===== config.mk =====
export PLATFORM = sky130hd
export DESIGN_NAME = t03_hw_timer
export DESIGN_NICKNAME = d
export VERILOG_FILES = /design/src/rtl/t03_timer_pkg.sv /design/src/rtl/t03_timer_prescaler.sv /design/src/rtl/t03_hw_timer.sv
export SDC_FILE = /design/constraint.sdc
export NUM_CORES = 1
export LEC_CHECK = 0
export ABC_CLOCK_PERIOD_IN_PS = 6400
export CAP_MARGIN = 30
export CORE_MARGIN = 2
export CORE_UTILIZATION = 31
export DETAILED_ROUTE_END_ITERATION = 7
export PLACE_DENSITY = 0.58
export RECOVER_POWER = 100
export SLEW_MARGIN = 25
export SYNTH_ARGS = -nofsm -noshare
export SYNTH_HDL_FRONTEND = slang
export SYNTH_SLANG_ARGS = --single-unit

===== constraint.sdc =====
create_clock -name clk -period 6.4 [get_ports clk]
set_clock_uncertainty 0.15 [all_clocks]
set_input_delay 1.28 -clock clk [delete_from_list [all_inputs] [get_ports clk]]
set_output_delay 1.28 -clock clk [all_outputs]
set_load 0.05 [all_outputs]

===== src/rtl/t03_timer_pkg.sv =====
// Shared defaults and flag indexing for the team 03 system timer.
package t03_timer_pkg;

  localparam int unsigned CNT_W_DEF   = 32;
  localparam int unsigned PRE_W_DEF   = 16;
  localparam int unsigned NUM_CMP_DEF = 2;
  localparam int unsigned PRE_RST_DEF = 10000;

  // Overflow flag sits directly above the compare-channel flags.
  localparam int unsigned OVF_DEF = NUM_CMP_DEF;

  function automatic int unsigned ovf_idx(input int unsigned num_cmp);
    return num_cmp;
  endfunction

endpackage


===== src/rtl/t03_timer_prescaler.sv =====
// Runtime-programmable prescaler: divisor register, pre_cnt and tick strobe.
module t03_timer_prescaler
  import t03_timer_pkg::*;
#(
  parameter int unsigned PRE_W   = PRE_W_DEF,
  parameter int unsigned PRE_RST = PRE_RST_DEF
) (
  input  logic             clk,
  input  logic             rst,
  input  logic             en_i,
  input  logic             clr_i,
  input  logic             pre_wr_i,
  input  logic [PRE_W-1:0] pre_div_i,
  output logic             tick_c_o
);

  logic [PRE_W-1:0] pre_cnt_q, pre_cnt_d;
  logic [PRE_W-1:0] divisor_q, divisor_d;

  // >= rather than == so a divisor lowered below pre_cnt ticks immediately.
  always_comb begin
    divisor_d = divisor_q;
    pre_cnt_d = pre_cnt_q;
    tick_c_o  = 1'b0;
    if (pre_wr_i) begin
      divisor_d = pre_div_i;
    end
    if (clr_i) begin
      pre_cnt_d = '0;
    end else if (en_i) begin
      if (pre_cnt_q >= divisor_q) begin
        pre_cnt_d = '0;
        tick_c_o  = 1'b1;
      end else begin
        pre_cnt_d = pre_cnt_q + PRE_W'(1);
      end
    end
  end

  always_ff @(posedge clk) begin
    if (!rst) begin
      pre_cnt_q <= '0;
      divisor_q <= PRE_W'(PRE_RST);
    end else begin
      pre_cnt_q <= pre_cnt_d;
      divisor_q <= divisor_d;
    end
  end

endmodule


===== src/rtl/t03_hw_timer.sv =====
// System timer: tick counter, sticky compare/overflow flags, snapshot and irq.
module t03_hw_timer
  import t03_timer_pkg::*;
#(
  parameter int unsigned CNT_W   = CNT_W_DEF,
  parameter int unsigned PRE_W   = PRE_W_DEF,
  parameter int unsigned NUM_CMP = NUM_CMP_DEF,
  parameter int unsigned PRE_RST = PRE_RST_DEF
) (
  input  logic                     clk,
  input  logic                     rst,
  input  logic                     en,
  input  logic                     clr,
  input  logic                     pre_wr,
  input  logic [PRE_W-1:0]         pre_div_in,
  input  logic [NUM_CMP*CNT_W-1:0] cmp_val,
  input  logic [NUM_CMP:0]         flag_clr,
  input  logic                     snap,
  output logic                     tick,
  output logic [CNT_W-1:0]         count,
  output logic [CNT_W-1:0]         snap_q,
  output logic [NUM_CMP:0]         flags,
  output logic                     irq
);

  localparam int unsigned OVF = ovf_idx(NUM_CMP);

  logic               tick_c;
  logic [CNT_W-1:0]   count_q, count_d, count_inc_c;
  logic [CNT_W-1:0]   snapshot_q, snapshot_d;
  logic [NUM_CMP:0]   flags_q, flags_d, set_c;
  logic [NUM_CMP-1:0] match_c;
  logic               ovf_c;
  logic               tick_q, irq_q, irq_d;

  t03_timer_prescaler #(
    .PRE_W   (PRE_W),
    .PRE_RST (PRE_RST)
  ) u_prescaler (
    .clk       (clk),
    .rst       (rst),
    .en_i      (en),
    .clr_i     (clr),
    .pre_wr_i  (pre_wr),
    .pre_div_i (pre_div_in),
    .tick_c_o  (tick_c)
  );

  assign count_inc_c = count_q + CNT_W'(1);
  assign ovf_c       = tick_c && (count_q == '1);

  // Match only on the transition into cmp_val, never on a static equality.
  for (genvar g = 0; g < int'(NUM_CMP); g++) begin : g_cmp
    assign match_c[g] = tick_c && (count_inc_c == cmp_val[g*CNT_W +: CNT_W]);
  end

  always_comb begin
    count_d    = count_q;
    snapshot_d = snapshot_q;
    set_c      = '0;
    if (clr) begin
      count_d = '0;
    end else if (tick_c) begin
      count_d = count_inc_c;
    end
    if (snap) begin
      snapshot_d = count_q;
    end
    set_c[NUM_CMP-1:0] = match_c;
    set_c[OVF]         = ovf_c;
    flags_d            = (flags_q & ~flag_clr) | set_c;
    irq_d              = |flags_d;
  end

  always_ff @(posedge clk) begin
    if (!rst) begin
      count_q    <= '0;
      snapshot_q <= '0;
      flags_q    <= '0;
      tick_q     <= 1'b0;
      irq_q      <= 1'b0;
    end else begin
      count_q    <= count_d;
      snapshot_q <= snapshot_d;
      flags_q    <= flags_d;
      tick_q     <= tick_c;
      irq_q      <= irq_d;
    end
  end

  assign tick   = tick_q;
  assign count  = count_q;
  assign snap_q = snapshot_q;
  assign flags  = flags_q;
  assign irq    = irq_q;

endmodule

==> reports/qor.txt <==
First-pass GRT wire length: 32.7 mm
Diode count: 0
Worst Hold Path EP: u_prescaler.divisor_q[4]
Violated checks: max-capacitance violations, max-slew violations
Setup TNS: 0 ns
Largest net degree at the start of global routing: 54
Main area contributors after synthesis: dfxtp_1 30%, xnor2_1 8.1%, xor2_1 7.3%, mux2i_1 7.0%, nor2_1 4.3%
CTS resizes: 0
Dpl hpwl: 16.0 mm
Fill cells: 2202
Grt total ovfl: 0
Mapped Cells: 787
Min-Delay Startpoint: u_prescaler.divisor_q[4]
Hold Path Depth: 2
Status: finished, violations left
Max Freq: 241 MHz
Footprint of the multi-input gates: 0.00422 mm2
Clock-pin slew on the worst setup and hold paths: 0.08 ns
Leading area contributor after synthesis: dfxtp_1
Final GP Congestion: 0.889
Critical path data arrival time: 4.29 ns
Routed Antenna Nets: 0
Layout area overhead: 28.5%
Period Utilization, post-route: 0.647
Post-CTS Setup Repair Bufs: 0
Die ar.: 0.0228 mm2
Via count: 5965
Skew-Pair Late Insertion Delay: 0.37 ns
Register area share after synthesis: 0.303
Hold slack: 0.341 ns
Hold Buf Count CTS: 0
Placed cells: 1165
Post-synth cell types: 68
Placement Rows: 53
Slew at the pin closest to its max-slew limit: 2.21 ns
WP data required: 6.55 ns
CTS tree: yes
Initial drt markers: 389
Post-Route WL: 21.4 mm
Hold Fails Final Rpt: 0
EDFF count, synth: 0
RSZ-0062 raised after global routing: no
Setup CP Type: in2reg
Remaining DRCs: 0
Avg Cell Area, Syn: 8.49 um2
Worst Hold Class: reg2reg
Top_reg_cell synth: dfxtp_1
Area of the mapped netlist: 0.00668 mm2
Max IR drop VDD: 0.000125 V
Detail-routed via count per cell: 5.05
H-Tree Depth: 3
R2R depth: 8
Pwr dens: 159 mW/mm2
CTS sink cnt: 101
Setup crit end kind: flip-flop
Reg2Reg Capture Point: irq
Share of the synthesized area in the top cell type: 0.303
Sequential cell area: 0.00202 mm2
Setup Viol. Count Final: 0
Type of origin of the critical path: primary input
Ratio of cells with drive above 1 in the final layout: 0.0452
Critical Path Start: rst
Syn Nets: 894
Synthesized flop and latch total: 101
Root Driver: clkbuf_16
Nets: 1009
Async set-reset flop share out of synthesis: 0
Chip height: 151 um
Overall power: 1360 uW
Vias in the first global route: 5640
Antenna violations before repair: 0
Initial Util: 0.317
I/O Pins: 158
Port Buf Inserts: 157
Total track usage: 0.188
Slew headroom: -0.475
Core region area: 0.0211 mm2
First-pass DRT Iterations: 5
Total CTS buffers: 9
Die width: 151 um
Synth Warn #: 0
Non-filler cells, final: 1182
RR Startpoint: count[5]
Minimum clock period: 4.14 ns
Reg2Reg Setup Slack: 2.55 ns
Routed len/inst: 18.1 um
Leak: 0.00333 uW
Clk buf depth: 2
Pins Over Slew Limit: 88
Worst-path maximum fanout: 53
Max-capacitance violation count: 2
[critical path: stages]
cell and delay [ns]:
clkbuf_1 1.55, nand2_1 0.19, nor2_1 0.27, nand2_1 0.11, nand4b_1 0.21, or4_1 0.57, nand3_1 0.10
[worst max-delay path by stage]
stage	endpoint	slack, ns	cells after the start
final	irq	2.26	7
after global routing	irq	1.78	7
after CTS	irq	2.55	8
after detailed placement	irq	2.44	9
after global placement	irq	2.48	9
after floorplan	irq	3.06	9
[synthesized netlist by cell type, types with 7 or more instances]
cell type / instances
a21oi_1: 17
and2_1: 7
and3_1: 15
and4_1: 9
buf_6: 12
clkbuf_1: 27
dfxtp_1: 101
ha_1: 18
inv_1: 26
mux2i_1: 47
nand2_1: 55
nand3_1: 29
nand4_1: 28
nor2_1: 77
nor2b_1: 45
nor3_1: 8
nor4_1: 16
o211ai_1: 7
o21ai_0: 18
or3_1: 7
xnor2_1: 62
xor2_1: 56
[flip-flops by register name (all words and copies together), names as in the netlist]
signal                 cells
u_prescaler.divisor_q     16
tick                       1
irq                        1
snap_q                    32
u_prescaler.pre_cnt_q     16
count                     32
flags                      3
[cell families after synthesis]
kind of cell / after synthesis / share of synthesized area
AND/OR/NAND/NOR: 336 / 0.279
XOR/XNOR: 122 / 0.168
flip-flops: 101 / 0.303
buffers and inverters: 83 / 0.0666
AO/OA/AOI/OAI: 80 / 0.0797
multiplexers: 47 / 0.0704
adder cells (fa/ha/maj): 18 / 0.0337
[per-layer routing]
layer,up-vias,track usage,wire (um)
met5,-,0,0
met4,0,0.0491,403
met3,28,0.0404,1510
met2,225,0.297,9580
met1,2754,0.261,9880
li1,2958,-,-
[where the power goes]
| part | internal (uW) | total [uW] | switching [uW] |
|---|---|---|---|
| clock network | 278 | 568 | 290 |
| logic | 89.5 | 157 | 67.5 |
| registers | 634 | 638 | 3.49 |
[cells in the final DEF, fill, tap and decap left out, types with 17 or more instances in the layout]
cell	instances
nand4_1	28
clkdlybuf4s50_1	86
nand2_1	55
nor2_1	77
ha_1	18
xnor2_1	62
a21oi_1	17
mux2i_1	47
dlygate4sd3_1	69
inv_1	26
xor2_1	56
dfxtp_1	101
nand3_1	29
o21ai_0	18
nor2b_1	45
[area by class of cell]
| class | instances | share of cell area |
|---|---|---|
| well taps | 275 | 0.0401 |
| clock buffers | 9 | 0.0262 |
| inverters | 26 | 0.0114 |
| flip-flops and latches | 101 | 0.235 |
| clock inverters | 7 | 0.00874 |
| multi-input cells | 603 | 0.491 |
| repair buffers | 161 | 0.187 |
[stage by stage]
step	setup slack (ns)	utilization	cell area [um2]
finish	2.26	0.407	8590
global route	1.78	0.407	8590
CTS	2.55	0.407	8580
detailed placement	2.44	0.393	8280
global placement	2.48	0.392	8260
floorplan	3.06	-	6680
(Power assumes the default switching activity.)
